File: src/rtl/vram_writer_if.sv
// CPU-side write port of vram_writer: memory/I-O write strobes, address, data
// and the FIFO ready indication returned to the CPU.
interface vram_writer_if;
  logic        cpu_mem_we;
  logic [15:0] cpu_addr;
  logic [7:0]  cpu_data;
  logic        cpu_io_we;
  logic        cpu_wr_ready;

  modport master (
    output cpu_mem_we,
    output cpu_addr,
    output cpu_data,
    output cpu_io_we,
    input  cpu_wr_ready
  );

  modport slave (
    input  cpu_mem_we,
    input  cpu_addr,
    input  cpu_data,
    input  cpu_io_we,
    output cpu_wr_ready
  );
endinterface

File: src/rtl/vram_writer.sv
// Queues CPU screen writes in a 4-entry FIFO and drains them into screen RAM
// outside the video fetch window; also holds the border colour register.
// Optional macro VRAM_WR_OVF_STATUS_EN enables the sticky wr_overflow flag.
module vram_writer (
  input  logic        clk_pix,
  input  logic        reset,
  vram_writer_if.slave cpu,
  input  logic [3:0]  vid_phase,
  input  logic [12:0] vid_address,
  output logic [12:0] ram_addr,
  output logic [7:0]  ram_wdata,
  output logic        ram_we,
  output logic [2:0]  border,
  output logic        wr_overflow
);

  typedef enum logic [1:0] {
    ST_IDLE  = 2'd0,
    ST_DRAIN = 2'd1,
    ST_HOLD  = 2'd2
  } state_e;

  state_e      state_q, state_d;
  logic [2:0]  count_q, count_d;
  logic [1:0]  wr_ptr_q, wr_ptr_d;
  logic [1:0]  rd_ptr_q, rd_ptr_d;
  logic [20:0] fifo_q [0:3];
  logic [20:0] fifo_d [0:3];
  logic [2:0]  border_q, border_d;

  logic        vid_win_s;
  logic        scr_win_s;
  logic        full_s;
  logic        push_s;
  logic        pop_s;
  logic [20:0] head_s;
  logic [20:0] entry_s;

  assign vid_win_s = (vid_phase >= 4'd10) && (vid_phase <= 4'd14);
  assign scr_win_s = (cpu.cpu_addr >= 16'h4000) && (cpu.cpu_addr <= 16'h5AFF);
  assign full_s    = (count_q == 3'd4);
  assign push_s    = cpu.cpu_mem_we && scr_win_s && !full_s && !reset;
  // Inside the window bit 14 is set and bit 13 clear, so the low 13 bits are addr-0x4000.
  assign entry_s   = {cpu.cpu_addr[12:0], cpu.cpu_data};
  assign head_s    = fifo_q[rd_ptr_q];

  assign cpu.cpu_wr_ready = !reset && (count_q < 3'd4);
  assign border           = border_q;

  // FSM decode: drain one entry per clock unless video owns the RAM port.
  always_comb begin
    state_d   = state_q;
    pop_s     = 1'b0;
    ram_we    = 1'b0;
    ram_addr  = vid_address;
    ram_wdata = head_s[7:0];
    case (state_q)
      ST_IDLE: begin
        ram_addr = vid_address;
      end
      ST_DRAIN, ST_HOLD: begin
        if (vid_win_s) begin
          ram_addr = vid_address;
        end else begin
          pop_s    = !reset;
          ram_we   = !reset;
          ram_addr = head_s[20:8];
        end
      end
      default: begin
        ram_we = 1'b0;
      end
    endcase

    case ({push_s, pop_s})
      2'b10:   count_d = count_q + 3'd1;
      2'b01:   count_d = count_q - 3'd1;
      default: count_d = count_q;
    endcase

    // Phase may jump arbitrarily, so the state only records emptiness and the last window view.
    if (count_d == 3'd0) begin
      state_d = ST_IDLE;
    end else if (vid_win_s) begin
      state_d = ST_HOLD;
    end else begin
      state_d = ST_DRAIN;
    end
  end

  // FIFO storage, pointers and border register next values.
  always_comb begin
    fifo_d   = fifo_q;
    wr_ptr_d = wr_ptr_q;
    rd_ptr_d = rd_ptr_q;
    border_d = border_q;
    if (push_s) begin
      fifo_d[wr_ptr_q] = entry_s;
      wr_ptr_d         = wr_ptr_q + 2'd1;
    end else begin
      wr_ptr_d = wr_ptr_q;
    end
    if (pop_s) begin
      rd_ptr_d = rd_ptr_q + 2'd1;
    end else begin
      rd_ptr_d = rd_ptr_q;
    end
    if (cpu.cpu_io_we && !cpu.cpu_addr[0]) begin
      border_d = cpu.cpu_data[2:0];
    end else begin
      border_d = border_q;
    end
  end

  // State registers with synchronous reset.
  always_ff @(posedge clk_pix) begin
    if (reset) begin
      state_q  <= ST_IDLE;
      count_q  <= 3'd0;
      wr_ptr_q <= 2'd0;
      rd_ptr_q <= 2'd0;
      border_q <= 3'd0;
      fifo_q   <= '{default: 21'd0};
    end else begin
      state_q  <= state_d;
      count_q  <= count_d;
      wr_ptr_q <= wr_ptr_d;
      rd_ptr_q <= rd_ptr_d;
      border_q <= border_d;
      fifo_q   <= fifo_d;
    end
  end

`ifdef VRAM_WR_OVF_STATUS_EN
  logic ovf_set_s;
  logic wr_overflow_q, wr_overflow_d;

  assign ovf_set_s = cpu.cpu_mem_we && scr_win_s && full_s;

  // Sticky drop flag, cleared only by reset.
  always_comb begin
    if (ovf_set_s) begin
      wr_overflow_d = 1'b1;
    end else begin
      wr_overflow_d = wr_overflow_q;
    end
  end

  // Overflow flag register.
  always_ff @(posedge clk_pix) begin
    if (reset) begin
      wr_overflow_q <= 1'b0;
    end else begin
      wr_overflow_q <= wr_overflow_d;
    end
  end

  assign wr_overflow = wr_overflow_q;
`else
  assign wr_overflow = 1'b0;
`endif

endmodule

File: src/flat_wrapper.sv
// flat-port wrapper written by rule: the top's interface ports become plain ports
module vram_writer_flat 
  (clk_pix, reset, vid_phase, vid_address, ram_addr, ram_wdata, ram_we, border, wr_overflow, cpu_cpu_mem_we, cpu_cpu_addr, cpu_cpu_data, cpu_cpu_io_we, cpu_cpu_wr_ready);
  vram_writer_if cpu_i ();
  input  logic clk_pix;
  input  logic reset;
  input  logic [3:0] vid_phase;
  input  logic [12:0] vid_address;
  output logic [12:0] ram_addr;
  output logic [7:0] ram_wdata;
  output logic ram_we;
  output logic [2:0] border;
  output logic wr_overflow;
  input wire logic [$bits(cpu_i.cpu_mem_we)-1:0] cpu_cpu_mem_we;
  input wire logic [$bits(cpu_i.cpu_addr)-1:0] cpu_cpu_addr;
  input wire logic [$bits(cpu_i.cpu_data)-1:0] cpu_cpu_data;
  input wire logic [$bits(cpu_i.cpu_io_we)-1:0] cpu_cpu_io_we;
  output wire logic [$bits(cpu_i.cpu_wr_ready)-1:0] cpu_cpu_wr_ready;
  assign cpu_i.cpu_mem_we = cpu_cpu_mem_we;
  assign cpu_i.cpu_addr = cpu_cpu_addr;
  assign cpu_i.cpu_data = cpu_cpu_data;
  assign cpu_i.cpu_io_we = cpu_cpu_io_we;
  assign cpu_cpu_wr_ready = cpu_i.cpu_wr_ready;
  vram_writer u_core (.clk_pix(clk_pix), .reset(reset), .cpu(cpu_i), .vid_phase(vid_phase), .vid_address(vid_address), .ram_addr(ram_addr), .ram_wdata(ram_wdata), .ram_we(ram_we), .border(border), .wr_overflow(wr_overflow));
endmodule
File: config.mk
export PLATFORM = sky130hd
export DESIGN_NAME = vram_writer_flat
export DESIGN_NICKNAME = d
export VERILOG_FILES = /design/src/rtl/vram_writer_if.sv /design/src/rtl/vram_writer.sv /design/src/flat_wrapper.sv
export SDC_FILE = /design/constraint.sdc
export NUM_CORES = 1
export LEC_CHECK = 0
export CORE_UTILIZATION = 47
export DETAILED_ROUTE_END_ITERATION = 10
export GPL_ROUTABILITY_DRIVEN = 1
export PLACE_DENSITY_LB_ADDON = 0.05
export RECOVER_POWER = 100
export SYNTH_ARGS = -nofsm -noshare
export SYNTH_HDL_FRONTEND = slang
export SYNTH_SLANG_ARGS = --single-unit
File: constraint.sdc
create_clock -name clk_pix -period 2.19 [get_ports clk_pix]
set_input_delay 0.219 -clock clk_pix [delete_from_list [all_inputs] [get_ports clk_pix]]
set_output_delay 0.219 -clock clk_pix [all_outputs]
set_load 0.01 [all_outputs]
Word-level counts from Yosys, hierarchy flattened
Cells that the tools add are included.
{"block": "classes", "n_lt_le_gt_ge": 8, "add_sub_neg": 4, "bitwise_logic": 2, "n_eq_ne": 5, "n_reduce_logical": 14, "mux": 12}
{"operator": "84-bit bitwise mux", "n": 1}
{"operator": "21-bit two-way mux", "n": 3}
{"operator": "21-bit binary-select mux with 2-bit select", "n": 1}
{"operator": "21-bit demux with 2-bit select", "n": 1}
{"operator": "13-bit two-way mux", "n": 2}
{"operator": "16-bit by 15-bit >= comparator with 1-bit output (second input constant)", "n": 1}
{"operator": "16-bit by 15-bit <= comparator with 1-bit output (second input constant)", "n": 1}
{"operator": "1-bit logical AND", "n": 8}
{"operator": "3-bit >= comparator (second input constant)", "n": 2}
{"operator": "2-bit inverter with 3-bit output", "n": 2}
{"operator": "3-bit case mux with 2 select lines", "n": 1}
{"operator": "2-bit by 1-bit adder with 2-bit output (second input constant)", "n": 2}
{"operator": "2-bit by 1-bit == test with 1-bit output (second input constant)", "n": 2}
{"operator": "2-bit == test (second input constant)", "n": 2}
{"operator": "4-bit >= comparator (second input constant)", "n": 1}
{"operator": "4-bit <= comparator (second input constant)", "n": 1}
{"operator": "2-bit OR reduction", "n": 2}
{"operator": "3-bit by 1-bit adder with 3-bit output (second input constant)", "n": 1}
{"operator": "3-bit == test (second input constant)", "n": 1}
{"operator": "1-bit zero test", "n": 3}
{"operator": "3-bit zero test", "n": 1}
{"operator": "3-bit by 1-bit less-than comparator with 1-bit output (second input constant)", "n": 1}
{"operator": "3-bit less-than comparator (second input constant)", "n": 1}
{"operator": "3-bit by 1-bit subtractor with 3-bit output (second input constant)", "n": 1}
{"operator": "other kinds (2)", "n": 3}
{"block": "word_totals", "out_inout_bits": 27, "reg_bits": 96, "elab_cells": 54, "inputBits": 45}

Depth between registers and ports, before layout
Gate-level depths: netlist (run 1).
{"block": "depth", "depth_word": 9, "ltp_mapped": 11, "depth_no_buf": 10}

Worst setup path before layout (run 1)
No wires, ideal clock.
{"block": "synth_timing", "path_type": "flip-flop to flip-flop", "startpoint": "register u_core.state_q[1]", "endpoint": "register u_core.state_q[1]", "slack_ps": -207, "synth_period_minus_slack_ps": 2397, "path_buffers": 1, "stages_incl_launch_ff": 12, "t_arrival_ps": 2269, "required_ps": 2062, "path_cell_list": "dfxtp_1 xor2_1 o21ai_2 buf_4 nor2_1 ha_1 inv_1 fa_1 xor2_1 o21a_1 nor3_1 nor4_1"}
{"block": "synth_via", "elab_chain_len": 7}
{"element": "start, declared", "line_no": "vram_writer.sv:23", "rtl": "state_e state_q, state_d;"}
{"element": "start signal, assigned", "line_no": "vram_writer.sv:125", "rtl": "state_q <= state_d;"}
{"element": "2-bit by 1-bit == test with 1-bit output or 2-bit == test (tied branches)"}
{"element": "2-bit OR reduction *"}
{"element": "1-bit two-way mux *"}
{"element": "net ram_we", "line_no": "flat_wrapper.sv:11", "rtl": "output logic ram_we;"}
{"element": "2-bit by 1-bit == test with 1-bit output or 2-bit == test (tied branches)", "line_no": "vram_writer.sv:75", "rtl": "case ({push_s, pop_s})"}
{"element": "3-bit case mux with 2 select lines *", "line_no": "vram_writer.sv:75"}
{"element": "3-bit zero test *", "line_no": "vram_writer.sv:82", "rtl": "if (count_d == 3'd0) begin"}
{"element": "2-bit OR reduction (no line) *"}
The timed path passes the listed nets; every way through them passes the cells marked *.
A chain may end at the register's enable or synchronous reset.

Worst setup path in the final report (run 1)
{"block": "layout_timing", "startpoint": "register u_core.state_q[1]", "endpoint": "register u_core.state_q[0]"}
{"block": "layout_via", "elab_chain_len": 7}
{"element": "2-bit by 1-bit == test with 1-bit output or 2-bit == test (tied branches)", "line_no": "vram_writer.sv:57", "rtl": "case (state_q)"}
{"element": "2-bit OR reduction *", "line_no": "vram_writer.sv:57"}
{"element": "1-bit two-way mux *", "line_no": "vram_writer.sv:57"}
{"element": "2-bit by 1-bit == test with 1-bit output or 2-bit == test (tied branches)", "line_no": "vram_writer.sv:75"}
{"element": "3-bit case mux with 2 select lines *", "line_no": "vram_writer.sv:75"}
{"element": "3-bit zero test *", "line_no": "vram_writer.sv:82"}
{"element": "2-bit OR reduction (no line) *"}
Every way passes the cells marked *; elsewhere a longest branch is shown, timed or not.

==> results of run 1 <==
## stage by stage
step / setup TNS (ps) / std cells
CTS: -40.6 / 643
global route: -161 / 651
finish: 0 / 651
detailed placement: -4600 / 613
global placement: -4220 / 613
floorplan: 0 / 411
## Yosys cell counts (all sizes together) (2+ instances only)
cell    instances  area [um2]
nand2b        106         663
dfxtp          96        1920
mux2i          88         881
mux4           21         473
buf            16         156
mux2           14         161
clkbuf         12        45.0
nor2           11        41.3
inv             9        33.8
nor3            8        85.1
ha              5        62.6
xor2            5        43.8
o21ai           3        18.8
a21oi           2        10.0
nor2b           2        12.5
## worst max path at each step
stage                                  start  slack, ps           endpoint
after floorplan            u_core.state_q[0]          1  u_core.state_q[1]
after global placement       cpu_cpu_addr[9]       -380  u_core.state_q[1]
after detailed placement     cpu_cpu_addr[9]       -420  u_core.state_q[1]
after CTS                 u_core.rd_ptr_q[0]        -40       ram_addr[12]
after global routing       u_core.state_q[1]        -80  u_core.state_q[0]
final                      u_core.state_q[1]         20  u_core.state_q[0]
## metal layers
metal / part of all wire [%] / vias to the layer above / wire [um] / global-route usage, %
li1: - / 1621 / - / -
met1: 46 / 1563 / 4680 / 26.2
met2: 50 / 58 / 5050 / 35.5
met3: 2.9 / 12 / 295 / 2.98
met4: 1.6 / 0 / 161 / 7.03
met5: 0 / - / 0 / 0
## repair_timing
item / in CTS / in global routing
endpoints found under the setup margin: 19 / 13
resized for setup: 57 / 18
hold buffers: 0 / 0
pin swaps: 10 / 8
setup buffers: 13 / 7
gates cloned: 1 / 1
## sequential cells by signal, indices dropped and copies added (netlist names)
signal	flops
u_core.rd_ptr_q	2
u_core.fifo_q	84
u_core.wr_ptr_q	2
u_core.state_q	2
u_core.count_q	3
u_core.border	3
## report_power, final
| part | internal [uW] | switching (uW) |
|---|---|---|
| Combinational | 257 | 176 |
| Sequential | 1760 | 11.0 |
| Clock | 678 | 619 |
| Total | 2690 | 806 |
## logic make-up after synthesis
group	Yosys count	share of synthesized area [%]
fa+ha+maj	6	1.74
flops	96	40.4
simple gates	134	18.4
xor+xnor	5	0.921
other cells	1	0.0788
mux	123	31.9
compound gates	9	1.71
buf+inv	37	4.94
## layout make-up
| cell class | count | area (um2) | area share (%) |
|---|---|---|---|
| multi-input combinational | 278 | 2680 | 43.3 |
| sequential | 96 | 1930 | 31.2 |
| timing repair buffer | 119 | 1150 | 18.6 |
| tap | 133 | 166 | 2.69 |
| clock buffer | 10 | 138 | 2.22 |
| clock inverter | 6 | 92.6 | 1.49 |
| inverter | 9 | 33.8 | 0.545 |
## tightest hold or removal path, delay by kind of cell
kind | cells | cell delay (ps)
compound gates | 1 | 100
simple gates | 2 | 120
buf+inv | 2 | 260
==> flow_metrics.env, run 1 <==
export IMPL_cts_sinks=96
export IMPL_path_cells="xor2_4, o21ai_4, nor2_4, ha_4, inv_2, fa_2, nor2b_4, mux2i_1, nor3_2, nor3_1"
export IMPL_routedWlPerCell_um=15.6
export IMPL_wirelength_um=10200
export IMPL_die_area_um2=10500
export IMPL_dp_worst_setup_slack_ps=-418
export IMPL_reg2reg_to="u_core.state_q[0]"
export IMPL_setup_viol_count_final=0
export IMPL_die_x_um=103
export IMPL_synth_edf_count=0
export IMPL_clk_pin_slew_ps=90
export IMPL_maxCapViolations=0
export IMPL_r2r_setup_slack_ps=20
export IMPL_finish_utilization_pct=63.4
export IMPL_skew_ps=8.30
export IMPL_syn_to_final_growth_pct=30.3
export IMPL_groute_usage_overall_pct=20.5
export IMPL_path_depth=10
export IMPL_numCtsBuffers=9
export IMPL_pin_count=72
export IMPL_drv_slew=0
export IMPL_cts_buffer_depth=2
export IMPL_drt_iter0_drc=83
export IMPL_rsz0062_at_grt="yes"
export IMPL_slew_headroom_pct=40.3
export IMPL_path_delay_family="adder cells"
export IMPL_synth_ff_type="dfxtp_1"
export IMPL_holdPathEnd="u_core.state_q[0]"
export IMPL_peakVddDrop_v=0.000335
export IMPL_hold_depth=5
export IMPL_first_global_vias=3297
export IMPL_grt_max_degree=119
export IMPL_syn_area_per_cell_um2=11.6
export IMPL_r2r_start="u_core.state_q[1]"
export IMPL_layout_commonest_cell="nand2b_1"
export IMPL_cts_root_buffer="clkbuf_8"
export IMPL_start_util_pct=48.7
export IMPL_clk_latency_ps=350
export IMPL_final_cell_mix="nand2b_1 (106), dfxtp_1 (92), mux2i_1 (88)"
export IMPL_fin_ws_ps=15.9
export IMPL_synth_nets=462
export IMPL_synthesis_area_um2=4760
export IMPL_fin_crit_sh_pct=99.3
export IMPL_total_power_uw=3500
export IMPL_overflow=0
export IMPL_synth_cell_type_count=34
export IMPL_place_area_um2=5730
export IMPL_hold_violations=0
export IMPL_hpwl_um=6360
export IMPL_drc=0
export IMPL_die_h_um=103
export IMPL_grt_pass1_wl_um=16400
export IMPL_place_congestion=0.747
export IMPL_required_ps=2400
export IMPL_outcome="finished clean"
export IMPL_io_buffers=70
export IMPL_dr_pass1_iters=5
export IMPL_rows=36
export IMPL_min_from="vid_phase[2]"
export IMPL_netlist_instances=411
export IMPL_cts_tree="done"
export IMPL_start_kind="register"
export IMPL_ys_ff_latch=96
export IMPL_async_flop_share_pct=0
export IMPL_hp_class="primary input to register"
export IMPL_h_tree_depth=3
export IMPL_worst_ep_arrival_time_ps=2390
export IMPL_drive_above_1_share_pct=25.5
export IMPL_slowest_delay_ps=510
export IMPL_ys_warn_count=0
export IMPL_fillCellCount=830
export IMPL_fin_crit_ps=2170
export IMPL_cpMaxStageDelayCell="fa_2"
export IMPL_cp_end_kind="register"
export IMPL_vias_per_cell=5.00
export IMPL_vias=3254
export IMPL_fmax_mhz=460
export IMPL_antenna_found_initial=0
export IMPL_core_area_um2=9770
export IMPL_worst_slew_pin_slew_ps=895
export IMPL_criticalPathCategory="register to register"
export IMPL_final_area_um2=6200
export IMPL_ys_seq_area_share_pct=40.4
export IMPL_path_buf_inv=1
export IMPL_power_density_nw_per_um2=564
export IMPL_p_leak_uw=0.00225
export IMPL_r2r_cells=10
export IMPL_postRouteAntennaNets=0
export IMPL_holdWs_ps=371
export IMPL_cp_max_fo=3
export IMPL_diodes=0
export IMPL_nets=564
Note: power is estimated with default switching activity, not from simulation.
==> run 2: changes to the inputs <==
--- a/config.mk
+++ b/config.mk
@@ -8,6 +8,7 @@
 export CORE_UTILIZATION = 47
 export DETAILED_ROUTE_END_ITERATION = 10
 export GPL_ROUTABILITY_DRIVEN = 1
+export MAX_ROUTING_LAYER = met4
 export PLACE_DENSITY_LB_ADDON = 0.05
 export RECOVER_POWER = 100
 export SYNTH_ARGS = -nofsm -noshare
==> run 2 against run 1 <==
Combinational power fell by 0.9%. Sequential share of layout area rose by 0.088 points. Setup slack improved by 11 ps. Die area stayed put. Maximum frequency rose by 0.49%. Clock skew about the same. Count of clock-buffer cells in the layout is the same. Flip-flop and latch count is the same. Routed wire length up 0.29%.
==> flow_metrics.env, run 2 (synthesized netlist as in run 1, its figures left out) <==
export IMPL_hold_violations=0
export IMPL_final_area_um2=6180
export IMPL_first_global_vias=3315
export IMPL_syn_to_final_growth_pct=29.9
export IMPL_antenna_found_initial=0
export IMPL_clk_latency_ps=360
export IMPL_grt_pass1_wl_um=16300
export IMPL_diodes=0
export IMPL_required_ps=2400
export IMPL_die_h_um=103
export IMPL_finish_utilization_pct=63.2
export IMPL_rsz0062_at_grt="yes"
export IMPL_h_tree_depth=3
export IMPL_hpwl_um=6360
export IMPL_slew_headroom_pct=40.6
export IMPL_core_area_um2=9770
export IMPL_vias=3253
export IMPL_cp_end_kind="register"
export IMPL_drc=0
export IMPL_layout_commonest_cell="nand2b_1"
export IMPL_drv_slew=0
export IMPL_criticalPathCategory="register to register"
export IMPL_peakVddDrop_v=0.000338
export IMPL_routedWlPerCell_um=15.7
export IMPL_numCtsBuffers=9
export IMPL_multiInputGateArea_um2=2680
export IMPL_regMostFlops="u_core.fifo_q"
export IMPL_setup_viol_count_final=0
export IMPL_final_cell_mix="nand2b_1 (106), dfxtp_1 (92), mux2i_1 (88)"
export IMPL_io_buffers=70
export IMPL_fillCellCount=830
export IMPL_fin_ws_ps=26.5
export IMPL_maxCapViolations=0
export IMPL_die_x_um=103
export IMPL_cts_buffer_depth=2
export IMPL_place_congestion=0.756
export IMPL_grt_max_degree=119
export IMPL_place_inst=613
export IMPL_dp_worst_setup_slack_ps=-418
export IMPL_skew_ps=8.43
export IMPL_rows=36
export IMPL_postRouteAntennaNets=0
export IMPL_cts_root_buffer="clkbuf_8"
export IMPL_vias_per_cell=5.00
export IMPL_p_leak_uw=0.00224
export IMPL_final_cells=650
export IMPL_power_density_nw_per_um2=566
export IMPL_cts_tree="done"
export IMPL_drt_iter0_drc=77
export IMPL_cp_max_fo=3
export IMPL_clk_pin_slew_ps=90
export IMPL_holdWs_ps=371
export IMPL_worst_ep_arrival_time_ps=2380
export IMPL_wirelength_um=10200
export IMPL_dr_pass1_iters=4
export IMPL_fin_crit_sh_pct=98.8
export IMPL_overflow=0
export IMPL_hp_class="primary input to register"
export IMPL_outcome="finished clean"
export IMPL_place_area_um2=5730
export IMPL_cts_sinks=96
export IMPL_fin_crit_ps=2160
export IMPL_pin_count=72
export IMPL_die_area_um2=10500
export IMPL_start_kind="register"
export IMPL_groute_usage_overall_pct=21.1
export IMPL_drive_above_1_share_pct=25.3
export IMPL_worst_slew_pin_slew_ps=891
export IMPL_largest_reg_flops=84
export IMPL_fmax_mhz=462
export IMPL_start_util_pct=48.7
export IMPL_nets=563
export IMPL_seq_area_um2=1930
-- run 2: cell types whose count changed in the layout (fill, tap and decap cells not counted) --
cell and change:
buf_2 +1, buf_4 -1, buf_6 -1, mux2_2 +1
mux2_4 -1
-- run 2: final timing paths --
kind | startpoint | endpoint | slack, ps | cells after the start
setup / recovery | u_core.state_q[1] | u_core.state_q[1] | 30 | 10
setup reg to reg | u_core.state_q[1] | u_core.state_q[1] | 30 | 10
hold / removal | vid_phase[2] | u_core.state_q[1] | 370 | 4
hold reg to reg | u_core.fifo_q[63] | u_core.fifo_q[63] | 470 | 2
-- run 2: through the flow --
step / TNS (ps) / total power [uW]
final: 0 / 3500
after global routing: -139 / 3640
after CTS: -40.6 / 3530
after detailed placement: -4600 / 2200
after global placement: -4220 / 2200
after floorplan: 0 / 2010
-- run 2: metal layers --
metal  vias to the layer above  track usage, %  wire [um]  part of all wire [%]
met3                        15            2.85        315                   3.1
met5                         -               -          0                     0
li1                       1615               -          -                     -
met1                      1570            25.9       4710                    46
met4                         0            7.03        162                   1.6
met2                        53            35.8       5020                    49
-- run 2: area by class of cell --
type | instances | area share [%]
multi-input combinational | 278 | 43.3
sequential | 96 | 31.3
timing repair buffer | 118 | 18.4
tap | 133 | 2.69
clock buffer | 10 | 2.23
clock inverter | 6 | 1.50
inverter | 9 | 0.547
-- run 2: what timing repair did --
action                                  4_1_cts  5_1_grt
endpoints found under the hold margin         0        0
pin swaps                                    10        7
gates resized for setup                      57       16
endpoints found under the setup margin       19       13
buffers inserted                             13        6
hold buffers                                  0        0
gates cloned                                  1        1
-- run 2: worst max-delay path, cell delays in order (launching register included) --
cell,delay [ps]
dfxtp_4,370
xor2_4,200
o21ai_4,120
nor2_4,130
ha_4,150
inv_2,30
fa_2,510
nor2b_4,140
mux2i_1,80
nor3_2,220
nor4_1,60
-- run 2: power breakdown --
part | switching (uW) | leakage, uW | internal, uW
clock network | 624 | 0.000109 | 678
registers | 11.1 | 0.000777 | 1760
logic | 176 | 0.00136 | 254
total | 810 | 0.00224 | 2690
